**src/rtl/seq_div_ctrl_if.sv**
```systemverilog
// rtl/seq_div_ctrl_if.sv - operand/result handshake between operand source and divider
interface seq_div_ctrl_if #(
    parameter int WIDTH = 4
);
    logic             start;
    logic [WIDTH-1:0] dividend;
    logic [WIDTH-1:0] divisor;
    logic             busy;
    logic             done;
    logic [WIDTH-1:0] quotient;
    logic [WIDTH-1:0] remainder;
    logic             dbz;

    modport master (
        output start, dividend, divisor,
        input  busy, done, quotient, remainder, dbz
    );

    modport slave (
        input  start, dividend, divisor,
        output busy, done, quotient, remainder, dbz
    );
endinterface

```
**src/rtl/seq_div_ctrl.sv**
```systemverilog
// rtl/seq_div_ctrl.sv - restoring divider controller, one quotient bit per clock via external add/sub stage
// Optional abort input enabled by defining SEQ_DIV_CTRL_ABORT_EN.
module seq_div_ctrl #(
    parameter int WIDTH = 4
) (
    input  logic             clk,
    input  logic             rst_n,
`ifdef SEQ_DIV_CTRL_ABORT_EN
    input  logic             abort,
`endif
    seq_div_ctrl_if.slave    bus,
    output logic [WIDTH-1:0] as_a,
    output logic [WIDTH-1:0] as_b,
    output logic             as_sel,
    output logic             as_ci,
    input  logic [WIDTH-1:0] as_y,
    input  logic             as_co
);
    localparam int CW = $clog2(WIDTH + 1);

    typedef enum logic [1:0] {IDLE, CALC, DONE} state_t;

    state_t           state, state_nx;
    logic [WIDTH-1:0] q_r, d_r, r_r;
    logic [CW-1:0]    cnt;
    logic [WIDTH:0]   shifted;
    logic             qbit;
    logic [WIDTH-1:0] r_nx;
    logic             last;
    logic             abort_i;

`ifdef SEQ_DIV_CTRL_ABORT_EN
    assign abort_i = abort;
`else
    assign abort_i = 1'b0;
`endif

    // A set MSB in the shifted remainder means it already exceeds D; the wrapped
    // subtract result is still the correct (smaller than D) remainder.
    always_comb begin
        shifted = {r_r, q_r[WIDTH-1]};
        qbit    = shifted[WIDTH] | as_co;
        r_nx    = qbit ? as_y : shifted[WIDTH-1:0];
        last    = (cnt == CW'(WIDTH - 1));
    end

    always_ff @(posedge clk or negedge rst_n) begin
        if (!rst_n) state <= IDLE;
        else        state <= state_nx;
    end

    always_comb begin
        state_nx = state;
        case (state)
            IDLE: if (bus.start) state_nx = (bus.divisor == '0) ? DONE : CALC;
            CALC: begin
                if (abort_i)   state_nx = IDLE;
                else if (last) state_nx = DONE;
            end
            DONE:    state_nx = IDLE;
            default: state_nx = IDLE;
        endcase
    end

    always_comb begin
        bus.busy = 1'b0;
        bus.done = 1'b0;
        as_a     = '0;
        as_b     = '0;
        as_sel   = 1'b0;
        as_ci    = 1'b0;
        case (state)
            CALC: begin
                bus.busy = 1'b1;
                as_a     = shifted[WIDTH-1:0];
                as_b     = d_r;
                as_sel   = 1'b1;
                as_ci    = 1'b1;
            end
            DONE:    bus.done = 1'b1;
            default: ;
        endcase
    end

    // Published results (incl. dbz) move only when an operation completes, so an
    // aborted operation leaves the previous result visible.
    always_ff @(posedge clk or negedge rst_n) begin
        if (!rst_n) begin
            q_r           <= '0;
            d_r           <= '0;
            r_r           <= '0;
            cnt           <= '0;
            bus.quotient  <= '0;
            bus.remainder <= '0;
            bus.dbz       <= 1'b0;
        end else begin
            case (state)
                IDLE: begin
                    if (bus.start) begin
                        if (bus.divisor != '0) begin
                            q_r <= bus.dividend;
                            d_r <= bus.divisor;
                            r_r <= '0;
                            cnt <= '0;
                        end else begin
                            bus.quotient  <= '1;
                            bus.remainder <= bus.dividend;
                            bus.dbz       <= 1'b1;
                        end
                    end
                end
                CALC: begin
                    if (!abort_i) begin
                        q_r <= {q_r[WIDTH-2:0], qbit};
                        r_r <= r_nx;
                        cnt <= cnt + CW'(1);
                        if (last) begin
                            bus.quotient  <= {q_r[WIDTH-2:0], qbit};
                            bus.remainder <= r_nx;
                            bus.dbz       <= 1'b0;
                        end
                    end
                end
                default: ;
            endcase
        end
    end
endmodule

```
**src/flat_wrapper.sv**
```systemverilog
// flat-port wrapper written by rule: the top's interface ports become plain ports
module seq_div_ctrl_flat 
#(
    parameter int WIDTH = 4
)
  (clk, rst_n, as_a, as_b, as_sel, as_ci, as_y, as_co, bus_start, bus_dividend, bus_divisor, bus_busy, bus_done, bus_quotient, bus_remainder, bus_dbz);
  seq_div_ctrl_if #(.WIDTH(WIDTH)) bus_i ();
  input  logic clk;
  input  logic rst_n;
  output logic [WIDTH-1:0] as_a;
  output logic [WIDTH-1:0] as_b;
  output logic as_sel;
  output logic as_ci;
  input  logic [WIDTH-1:0] as_y;
  input  logic as_co;
  input wire logic [$bits(bus_i.start)-1:0] bus_start;
  input wire logic [$bits(bus_i.dividend)-1:0] bus_dividend;
  input wire logic [$bits(bus_i.divisor)-1:0] bus_divisor;
  output wire logic [$bits(bus_i.busy)-1:0] bus_busy;
  output wire logic [$bits(bus_i.done)-1:0] bus_done;
  output wire logic [$bits(bus_i.quotient)-1:0] bus_quotient;
  output wire logic [$bits(bus_i.remainder)-1:0] bus_remainder;
  output wire logic [$bits(bus_i.dbz)-1:0] bus_dbz;
  assign bus_i.start = bus_start;
  assign bus_i.dividend = bus_dividend;
  assign bus_i.divisor = bus_divisor;
  assign bus_busy = bus_i.busy;
  assign bus_done = bus_i.done;
  assign bus_quotient = bus_i.quotient;
  assign bus_remainder = bus_i.remainder;
  assign bus_dbz = bus_i.dbz;
  seq_div_ctrl #(.WIDTH(WIDTH)) u_core (.clk(clk), .rst_n(rst_n), .bus(bus_i), .as_a(as_a), .as_b(as_b), .as_sel(as_sel), .as_ci(as_ci), .as_y(as_y), .as_co(as_co));
endmodule
```
**config.mk**
```make
export PLATFORM = sky130hd
export DESIGN_NAME = seq_div_ctrl_flat
export DESIGN_NICKNAME = d
export VERILOG_FILES = /design/src/rtl/seq_div_ctrl_if.sv /design/src/rtl/seq_div_ctrl.sv /design/src/flat_wrapper.sv
export SDC_FILE = /design/constraint.sdc
export NUM_CORES = 1
export LEC_CHECK = 0
export CAP_MARGIN = 20
export CELL_PAD_IN_SITES_DETAIL_PLACEMENT = 0
export CELL_PAD_IN_SITES_GLOBAL_PLACEMENT = 1
export CORE_MARGIN = 4
export CORE_UTILIZATION = 35
export CTS_CLUSTER_SIZE = 12
export DETAILED_ROUTE_END_ITERATION = 10
export PLACE_DENSITY_LB_ADDON = 0.05
export SLEW_MARGIN = 10
export SYNTH_ARGS = -nofsm -noshare
export SYNTH_HDL_FRONTEND = slang
export SYNTH_SLANG_ARGS = --single-unit
```
**constraint.sdc**
```tcl
create_clock -name clk -period 2.2 [get_ports clk]
set_input_delay 0.66 -clock clk [delete_from_list [all_inputs] [get_ports clk]]
set_output_delay 0.66 -clock clk [all_outputs]
set_load 0.02 [all_outputs]
```
==> results.txt, run 1 <==
- The flow ran to the end, and the final reports show no timing, DRC or antenna violations.
- Total met3 wirelength after detailed routing: 160 um
- After clock tree synthesis, the flow added hold-fix buffers numbering 0.
- Worst ir drop on vdd: 0.580 mV
* Distinct cell type count after synthesis: 31
* Sum of met2 wire segment lengths after detailed routing: 1490 um
- Post-CTS repair changed the size of 36 cells.
- Placeable core area: 0.00342 mm2
- First element of the critical path: bus_divisor[0]
- The clock passes through at most 2 buffers.
- Dividing total power by cell area gives a power density of 1400 mW/mm2.
* Mean area per synthesized cell: 10.2 um2
- FF-to-FF path depth: 5
* Unrepaired setup endpoints after global routing: false
- Number of DRC violations after detailed routing: 0
- Row generation in the floorplan step produced 21 rows.
- The first detailed-routing pass took 4 iterations.
* Final std cell area, no fill: 0.00178 mm2
* YS warnings: 0
- The total count of hold-check failures in the final report came to 0.
* Switching pwr: 1020 uW
- Number of global-route vias before repair: 1153
- For this run, the register share of the synthesized area comes to 0.517.
- Dividing the detail-routed wire length by the instance count gives 14.6 um.
- Final setup vio count: 0
- The share of total power dissipated in sequential elements is 0.346.
- Synth area leaders: dfrtp_1, a21oi_1, and2_1, mux2_2, nor2_1
- After detailed routing, the number of vias per cell comes to 5.04.
* End of the worst register-to-register path: u_core.bus.remainder[3]
* Total setup buffers inserted after CTS: 0
- Max-cap violations in this run came to 0.
- Worst reg2reg setup slack: 440 ps
- Of the total power, the share spent switching nets is 0.412.
* Final core utilization: 0.520
- Count of antenna diodes in the layout: 0
- Of the total power, the clock network draws 0.096.
* Total half-perimeter wirelength after legalization and detailed placement: 2510 um
- Combined area of all synthesized cells: 0.00126 mm2
- Peak fanout along the critical path: 6
- Clock buffer count from CTS: 3
- Reg clk slew, reported paths: 130 ps
- Leakage: 0.000766 uW
- The cell sitting at the root of the clock tree is a clkbuf_4.
- The worst register-to-register path begins at u_core.cnt[0].
- The share of total power dissipated in combinational logic is 0.558.
- Dividing the final minimum period by the clock period gives 0.972.
- The congestion estimate from routability-driven global placement came to 0.775.
- The layout has 342 filler cells.
- Number of input and output port buffers inserted: 36
- Headroom to the max-slew limit: 0.564
- The detailed router used layers up to and including met4.
- Top-level I/O count: 37
- The completed layout was analyzed and its total power is 2480 uW.
- From bottom edge to top edge, the die measures 68.0 um.
* H-tree levels: 1
- After detailed routing, the wire length on met1 is 1530 um.
- Clock tree from TritonCTS: yes
- The synthesized design spends more area on one cell type than any other, namely dfrtp_1.
- In the final layout, the share of cells above drive strength 1 is 0.225.
* Via total after detailed routing: 1103
- For this configuration, the core starts out at a cell density of 0.368.
- Synth Instances: 123
- Max Clock Freq: 0.468 GHz
- Clock Sink Count: 26
- Subtracting the final worst setup slack from the clock period gives 2140 ps.
- In this run, the number of DRC markers left after iteration 0 of detailed routing was 36.
* Max-slew violation count: 0
* GR Overflow Total: 0
- The die covers 0.00462 mm2.
* Area share of the leading cell type in the synthesized netlist: 0.517
* Net count of the mapped netlist: 141
- The setup path with the least slack is of type input port to register.
- WP data required: 2410 ps
- Hold/Removal Path Class: register to register
- Relative to the synthesized area, the layout overhead comes to 41.2%.
- The initial antenna violation count was 0.
* Critical Path AT: 2350 ps
- Placed inst area: 0.00178 mm2
* Synth Register Bits: 26
* Net total in the final layout: 192
- The internal portion of the total power is 1460 uW.
* Setup crit end kind: register
- Critical Path Source Type: input port
- Total Negative Setup Slacks: 0 ps
- At the pin with the least slew margin, the transition time is 652 ps.
- Worst setup path end: u_core.bus.remainder[3]
- Global-route total usage across every layer: 0.156
* Clk_lat worst skew: 320 ps
* Die X-Extent: 68.0 um
- Maximum number of pins on one net before global-route repair: 27
- Wires add up to 3190 um.
- The count of nets left with antenna violations once routing finished came out at 0.
- Between clock sinks in the finished design, the worst skew comes to 15.0 ps.
* First-pass GRT wire length: 5450 um
[power groups by stage]
stage / combinational, uW / clock, uW / sequential, uW
5_1_grt: 1540 / 275 / 894
3_3_place_gp: 1480 / 0 / 856
3_5_place_dp: 1500 / 0 / 872
6_report: 1390 / 239 / 859
4_1_cts: 1450 / 248 / 861
2_1_floorplan: 720 / 0 / 939
[through the flow]
step	cells	hold slack, ps	setup slack [ps]
floorplan	123	364	7.47
finish	219	510	61.8
global route	219	547	27.4
global placement	215	484	-295
detailed placement	215	489	-370
CTS	219	520	1.42
[cell families (layout without fill, tap and decap cells)]
group | after synthesis | in the layout | share of synthesized area
fa+ha+maj | 2 | 2 | 0.0199
compound gates | 42 | 42 | 0.230
simple gates | 39 | 39 | 0.155
mux | 4 | 4 | 0.0358
flops | 26 | 26 | 0.517
buf+inv | 10 | 60 | 0.0427
[metal layers]
layer  vias up  GRT usage
met3         2     0.0279
li1        543          -
met4         0     0.0521
met5         -          0
met2        22      0.253
met1       536      0.208
[final cells by class]
type,count,area [um2],area share
multi-input cells,87,568,0.320
repair buffers,54,457,0.257
well taps,46,57.6,0.0324
flip-flops and latches,26,651,0.366
inverters,2,7.51,0.00423
clock buffers,4,36.3,0.0204
[cell usage after synthesis]
cell type	number
inv_1	2
or3_1	1
nand3b_1	1
a22oi_1	2
o21a_1	4
o221a_1	4
or4_1	1
and2_1	8
o22ai_1	5
o21bai_1	1
a31oi_1	4
and3b_1	1
buf_6	1
nand2b_1	2
buf_1	1
ha_1	2
a21oi_1	10
dfrtp_1	26
nand2_1	9
clkbuf_1	3
nor3_1	1
nor2b_1	2
buf_4	2
a211o_1	4
buf_2	1
o21ai_0	6
o31ai_2	1
mux2_2	4
nor4_1	1
nor2_1	12
o211ai_1	1
[how the worst min path moves through the flow]
stage,to,slack [ps],start,cells past startpoint
floorplan,u_core.bus.dbz,360,rst_n,0
global placement,u_core.d_r[1],480,u_core.d_r[1],1
detailed placement,u_core.bus.dbz,490,u_core.bus.dbz,2
CTS,u_core.bus.dbz,520,u_core.bus.dbz,2
global route,u_core.bus.dbz,550,u_core.bus.dbz,2
finish,u_core.bus.dbz,510,u_core.bus.dbz,2
[flip-flops by register name, summed over array words and instances, names as in the netlist]
register	flops
u_core.state	2
u_core.bus.dbz	1
u_core.cnt	3
u_core.q_r	4
u_core.d_r	4
u_core.r_r	4
u_core.bus.remainder	4
u_core.bus.quotient	4
[layout by cell type, fill, tap and decap left out, types with 5 or more instances in the layout]
cell,count
dfrtp_1,26
clkdlybuf4s50_1,24
buf_4,17
nor2_1,12
a21oi_1,10
nand2_1,9
buf_2,9
and2_1,8
o21ai_0,6
o22ai_1,5
[worst max-delay path, stage by stage]
cell	delay, ps
clkdlybuf4s50_1	440
or4_1	560
or3_4	430
o221a_1	260
(Power assumes the default switching activity.)
==> inputs of run 2 (changes only) <==
--- a/config.mk
+++ b/config.mk
@@ -8,7 +8,6 @@
 export CAP_MARGIN = 20
 export CELL_PAD_IN_SITES_DETAIL_PLACEMENT = 0
 export CELL_PAD_IN_SITES_GLOBAL_PLACEMENT = 1
-export CORE_MARGIN = 4
 export CORE_UTILIZATION = 35
 export CTS_CLUSTER_SIZE = 12
 export DETAILED_ROUTE_END_ITERATION = 10
==> run 2 against run 1 <==
  * Hold slack better by 3.8 ps
  * First-iteration DRC count down 8.3%
  * Wire length down 8.4%
  * Via count down 0.91%
  * Largest cell class unchanged
  * Highest routed layer unchanged
==> results.txt, run 2 (synthesis results as in run 1) <==
- Outcome: completed (unchanged).
- The final clock period utilization by the worst path was 0.975 (was 0.972).
* Startpoint of the most critical register-to-register path: u_core.cnt[0] (unchanged)
- Slew @ Worst Pin: 657 ps (was 652 ps)
- The overall global routing resource usage was 0.167 (was 0.156).
- The placeable core region was 0.00339 mm2 (was 0.00342 mm2).
- The standby leakage power came to 0.000760 uW (was 0.000766 uW).
* Worst ir drop on vdd: 0.818 mV (was 0.580 mV)
- Clock buffer count from CTS: 3 (unchanged)
* H-tree levels: 1 (unchanged)
- Reg clk slew, reported paths: 150 ps (was 130 ps)
* First-pass GRT wire length: 4690 um (was 5450 um)
* Count of max-cap constraint violations: 0 (unchanged)
* Final setup vio count: 0 (unchanged)
* Antenna-violating nets left: 0 (unchanged)
- Launch point of the worst hold path: u_core.bus.dbz (unchanged)
* Final wirelength: 2920 um (was 3190 um)
- The CTS tree was yes (unchanged).
* Layout overhead on the synthesized area: 41.5% (was 41.2%)
- The number of top-level pins is 37 (unchanged).
* Count of antenna diodes in the layout: 0 (unchanged)
* Clk_lat worst skew: 320 ps (about the same)
- Peak fanout along the critical path: 5 (was 6)
- The total negative slack came to 0 ps (unchanged).
- Hold buffers post-CTS: 0 (unchanged)
* Most frequent cells in the layout: dfrtp_1, clkdlybuf4s50_1, buf_4 (unchanged)
- Critical Path Source Type: input port (unchanged)
* WP data required: 2450 ps (was 2410 ps)
* Number of input and output port buffers inserted: 36 (unchanged)
* Cell with the largest stage delay on the worst path: or4_1 (unchanged)
* Hold Violations, Final: 0 (unchanged)
* Starting density of the core: 0.371 (was 0.368)
- Max Clock Freq: 0.466 GHz (was 0.468 GHz)
- Via total after detailed routing: 1093 (was 1103)
* Critical Path AT: 2400 ps (was 2350 ps)
- The filler cell count came to 310 (was 342).
- Clock root buffer: clkbuf_4 (unchanged)
* Unrepaired setup endpoints after global routing: false (unchanged)
- The final count of pins violating max slew was 0 (unchanged).
- Worst reg2reg setup slack: 440 ps (about the same)
- The count of buffering cells on the critical path with inverters included is 2 (was 1).
* Final period demand of the worst path: 2140 ps (about the same)
- The total congestion overflow after global routing is 0 (unchanged).
* Number of DRC violations after detailed routing: 0 (unchanged)
- The power density of the placed cells was 1430 mW/mm2 (was 1400 mW/mm2).
- Hold endpoint: u_core.bus.dbz (unchanged)
- Setup CP Type: input port to register (unchanged)
- Net total in the final layout: 189 (was 192)
* FF-to-FF path depth: 5 (unchanged)
- The routed via count divided by cell count is 5.06 (was 5.04).
- Setup crit end kind: register (unchanged)
- CP max stage delay: 580 ps (was 560 ps)
- Fraction of final layout cells with drive strength greater than 1: 0.200 (was 0.225)
* Cell Count, Final, Fillers Out: 216 (was 219)
- Die X-Extent: 62.0 um (was 68.0 um)
* Floorplan die area: 0.00384 mm2 (was 0.00462 mm2)
- Leading cell type in the layout, fill and taps excluded: dfrtp_1 (unchanged)
* Largest delay share family, worst path: simple AND/OR/NAND/NOR gates (unchanged)
* Headroom to the max-slew limit: 0.560 (was 0.564)
* Router iterations before antenna repair: 4 (unchanged)
- CP Cell Sequence: clkdlybuf4s50_1 -> or4_1 -> or3_4 -> buf_4 -> a22oi_1 (was clkdlybuf4s50_1 -> or4_1 -> or3_4 -> o221a_1)
* Y dimension of the die: 62.0 um (was 68.0 um)
- The hold path depth is 2 (unchanged).
* Number of DRC violations after detailed-routing iteration 0: 33 (was 36)
* Total half-perimeter wirelength after legalization and detailed placement: 2260 um (was 2510 um)
- The initial antenna violation count was 0 (unchanged).
- Final RePlAce weighted congestion: 0.769 (was 0.775)
* Maximum number of pins on one net before global-route repair: 27 (unchanged)
* Routed WL per cell: 13.5 um (was 14.6 um)
- Worst setup skew after layout: 12.3 ps (was 15.0 ps)
* Hold/Removal Path Class: register to register (unchanged)
- The number of rows in the core area came to 21 (unchanged).
* Number of global-route vias before repair: 1008 (was 1153)
* End of the worst register-to-register path: u_core.bus.remainder[2] (was u_core.bus.remainder[3])
- The TritonCTS sink count came to 26 (unchanged).
- The maximum clock path buffer count was 2 (unchanged).
- Post-placement cell count: 212 (was 215)
-- run 2: changes by cell type in the layout (fill, tap and decap cells not counted), sizes merged --
cell	change
bufinv	+1
clkdlybuf4s15	+2
clkbuf	-2
buf	-4
-- run 2: what timing repair did --
| action | CTS | global route |
|---|---|---|
| buffers inserted | 0 | 0 |
| resized for setup | 30 | 12 |
| endpoints found under the setup margin | 14 | 14 |
| hold endpoints to repair | 0 | 0 |
-- run 2: how the worst max path moves through the flow --
stage,end,slack [ps],startpoint,depth (start not counted)
finish,u_core.bus.quotient[0],60,bus_divisor[1],5
detailed placement,u_core.bus.remainder[2],-360,bus_divisor[1],5
global placement,u_core.bus.quotient[0],-290,bus_divisor[1],5
floorplan,as_a[0],7,u_core.state[1],5
global route,u_core.bus.remainder[0],20,bus_divisor[1],5
CTS,as_b[1],4,u_core.state[1],5
-- run 2: layout make-up --
cell class,instances,area [um2],area share
timing repair buffer,51,444,0.249
multi-input combinational,87,568,0.319
clock buffer,3,22.5,0.0126
tap,46,57.6,0.0323
sequential,26,651,0.365
clock inverter,1,30.0,0.0169
inverter,2,7.51,0.00422
-- run 2: layer usage --
metal  up-vias  wire (um)  global-route usage
met1       528       1370               0.228
li1        539          -                   -
met3         4         88              0.0373
met5         -          0                   0
met4         0         40              0.0317
met2        22       1420               0.275
-- run 2: power by group --
group          total (uW)  internal (uW)  leakage (uW)  switching, uW
clock network         325            184     0.0000279            141
registers             854            705      0.000304            149
logic                1370            649      0.000428            719
total                2550           1540      0.000760           1010
-- run 2: per-stage QoR --
stage | power [uW] | hold WS (ps) | utilization | worst slack [ps] | area (um2)
CTS | 2610 | 526 | 0.537 | 4.39 | 1820
detailed placement | 2330 | 493 | 0.518 | -357 | 1760
finish | 2550 | 513 | 0.525 | 55.6 | 1780
global placement | 2300 | 483 | 0.518 | -292 | 1760
global route | 2720 | 535 | 0.525 | 20.3 | 1780
floorplan | 1660 | 364 | - | 7.47 | 1260
-- run 2: worst reg2reg max path, cell delays in order (launching register included) --
cell,delay [ps]
dfrtp_1,420
ha_1,200
ha_1,210
nand3b_1,390
o31ai_4,180
o221a_1,260
==> inputs of run 3 (changes only) <==
==> constraint.sdc (replaced) <==
create_clock -name clk -period 2.04 [get_ports clk]
set_input_delay 0.612 -clock clk [delete_from_list [all_inputs] [get_ports clk]]
set_output_delay 0.612 -clock clk [all_outputs]
set_load 0.02 [all_outputs]
==> run 3 against run 2 <==
  * Die area unchanged
  * Total power grew 6.3%
  * Count of clock-buffer cells in the layout is 1 higher
  * Final cell count increased by 0.93%
  * Critical endpoint unchanged
  * First-iteration DRC count is 85% higher
  * Non-clock buffer count grew 2
  * Critical path depth unchanged
==> results.txt, run 3 (synthesis results as in run 1) <==
- Hold buffers post-CTS: 0 (unchanged)
- The detailed-route wire length was 3000 um (was 2920 um).
- Number of input and output port buffers inserted: 36 (unchanged)
- The number of top-level pins came to 37 (unchanged).
- Count of antenna diodes in the layout: 0 (unchanged)
- Hold/Removal Path Class: register to register (unchanged)
- Clock tree from TritonCTS: yes (unchanged)
- The cell type group with the largest total delay on the critical path is simple AND/OR/NAND/NOR gates (unchanged).
* DP Worst Slack: -434 ps (was -357 ps)
- CP max stage delay: 500 ps (was 580 ps)
- The required time at the endpoint of the critical path came to 2290 ps (was 2450 ps).
* Cell with the largest stage delay on the worst path: or4_4 (was or4_1)
- The critical setup path kind was input port to register (unchanged).
- Number of buffers and inverters on the critical path: 2 (unchanged)
* Power Internal: 1610 uW (was 1540 uW)
* Hold Violations, Final: 0 (unchanged)
- Starting density of the core: 0.371 (unchanged)
- The die extent in y is 62.0 um (unchanged).
- Max Clock Freq: 0.500 GHz
- Leakage: 0.000768 uW (was 0.000760 uW)
- Clk_lat worst skew: 320 ps (about the same)
* Final setup vio count: 0 (unchanged)
* Final RePlAce weighted congestion: 0.817 (was 0.769)
* Cell Count, Final, Fillers Out: 218 (was 216)
- The initial antenna violation count is 0 (unchanged).
* Final period demand of the worst path: 2000 ps
- Layout overhead on the synthesized area: 42.5% (was 41.5%)
* First-pass GRT wire length: 4970 um (was 4690 um)
- Outcome: completed (unchanged)
- Switching power as a share of total power: 0.404 (was 0.396)
- The placeable core region was 0.00339 mm2 (unchanged).
- The die width came to 62.0 um (unchanged).
- Maximum number of pins on one net before global-route repair: 27 (unchanged)
- Total setup buffers inserted after CTS: 0 (unchanged)
* GR Overflow Total: 0 (unchanged)
- Global-route total usage across every layer: 0.177 (was 0.167)
* Clock buffer count from CTS: 3 (unchanged)
* Number of DRC violations after detailed-routing iteration 0: 61 (was 33)
* Headroom to the max-slew limit: 0.551 (was 0.560)
* PD cells: 1510 mW/mm2 (was 1430 mW/mm2)
- The max capacitance violation total came to 0 (unchanged).
- The number of detailed-routing iterations run before antenna repair was 4 (unchanged).
- Total Negative Setup Slacks: 0 ps (unchanged)
- Min setup slack post-route: 40.7 ps (was 55.6 ps)
* Peak fanout along the critical path: 5 (unchanged)
- The arrival time of the worst setup path is 2250 ps (was 2400 ps).
- Combinational group share of total power: 0.561 (was 0.537)
* Switching pwr: 1090 uW (was 1010 uW)
- Number of DRC violations after detailed routing: 0 (unchanged)
* Via density per instance: 5.04 (was 5.06)
* Sequential cell fraction of total power: 0.343 (was 0.335)
- Slew @ Worst Pin: 670 ps (was 657 ps)
- Deepest clock path buffer count: 2 (unchanged)
- The post-detailed-placement half-perimeter wirelength came to 2320 um (was 2260 um).
* Net total in the final layout: 191 (was 189)
* Worst setup skew after layout: 8.98 ps (was 12.3 ps)
* Via total after detailed routing: 1099 (was 1093)
- The peak supply drop came to 0.843 mV (was 0.818 mV).
- The category of the worst setup path launch point was an input port (unchanged).
* Antenna-violating nets left: 0 (unchanged)
- CP Cell Sequence: clkdlybuf4s50_1 -> or4_4 -> or3_4 -> buf_4 -> a22oi_1 (was clkdlybuf4s50_1 -> or4_1 -> or3_4 -> buf_4 -> a22oi_1)
- The number of rows in the core area is 21 (unchanged).
* Clock root buffer: clkbuf_4 (unchanged)
- The final count of pins violating max slew came to 0 (unchanged).
- Clock Sink Count: 26 (unchanged)
* Routed WL per cell: 13.7 um (was 13.5 um)
- Most frequent cells in the layout: dfrtp_1, buf_4, clkdlybuf4s50_1 (was dfrtp_1, clkdlybuf4s50_1, buf_4)
- Reg clk slew, reported paths: 140 ps (was 150 ps)
- Number of global-route vias before repair: 1029 (was 1008)
* H-tree levels: 1 (unchanged)
- Floorplan die area: 0.00384 mm2 (unchanged)
- The part of the total power dissipated in the clock network is 0.096 (was 0.128).
* Setup crit end kind: register (unchanged)
- Share of the cycle needed by the critical path after routing: 0.980
- The fraction of final layout cells sized beyond drive strength 1 is 0.238 (was 0.200).
- Post-placement cell count: 214 (was 212)
- The most frequent standard cell in the layout excluding fill and tap cells is dfrtp_1 (unchanged).
[run 3: cell types whose count changed in the layout (fill, tap and decap cells not counted), moves of 2 or more]
cell and delta:
buf_2 -6, clkdlybuf4s15_1 -3, buf_4 +9, clkdlybuf4s50_1 -2, clkdlybuf4s15_2 +2, dlygate4sd2_1 +2
[run 3: worst register-to-register path, stage by stage (launching register included)]
cell and delay [ps]:
dfrtp_1 420, ha_1 200, ha_1 210, nand3b_1 380, o31ai_4 180, o221a_1 260
[run 3: cell type report]
type / instances / area [um2]
Tap cell: 46 / 57.6
Timing Repair Buffer: 53 / 463
Clock buffer: 4 / 36.3
Fill cell: 312 / 1600
Multi-Input combinational cell: 87 / 579
Sequential cell: 26 / 651
Inverter: 2 / 7.51
[run 3: layer usage]
| layer | track usage | wire length (um) |
|---|---|---|
| met1 | 0.255 | 1470 |
| met2 | 0.277 | 1390 |
| met3 | 0.0393 | 113 |
| met4 | 0.0286 | 14 |
| met5 | 0 | 0 |
[run 3: power by group through the flow]
stage,clock network (uW),logic (uW),registers (uW)
2_1_floorplan,0,781,1010
3_3_place_gp,0,1550,931
3_5_place_dp,0,1560,938
4_1_cts,272,1480,924
5_1_grt,290,1670,971
6_report,260,1520,929
[run 3: through the flow]
stage                     instance area [um2]  utilization  hold WS, ps  power (uW)
after global routing                     1790        0.529          543        2930
after CTS                                1770        0.523          518        2670
after global placement                   1760        0.520          482        2480
after floorplan                          1270            -          316        1790
final                                    1790        0.529          518        2710
after detailed placement                 1760        0.520          488        2490
[run 3: final timing paths]
path / to / start / slack (ps) / cells past startpoint
setup / recovery: u_core.bus.quotient[0] / bus_divisor[3] / 40 / 5
max in group asynchronous: u_core.q_r[3] / rst_n / 1140 / 2
hold reg to reg: u_core.d_r[3] / u_core.d_r[3] / 520 / 1
hold / removal: u_core.d_r[3] / u_core.d_r[3] / 520 / 1
setup reg to reg: u_core.bus.remainder[2] / u_core.cnt[0] / 320 / 5
min in group asynchronous: u_core.d_r[0] / rst_n / 640 / 2
[run 3: what timing repair did]
action	in CTS	in global routing
resized for setup	46	11
pin swaps	2	0
setup endpoints to repair	20	11
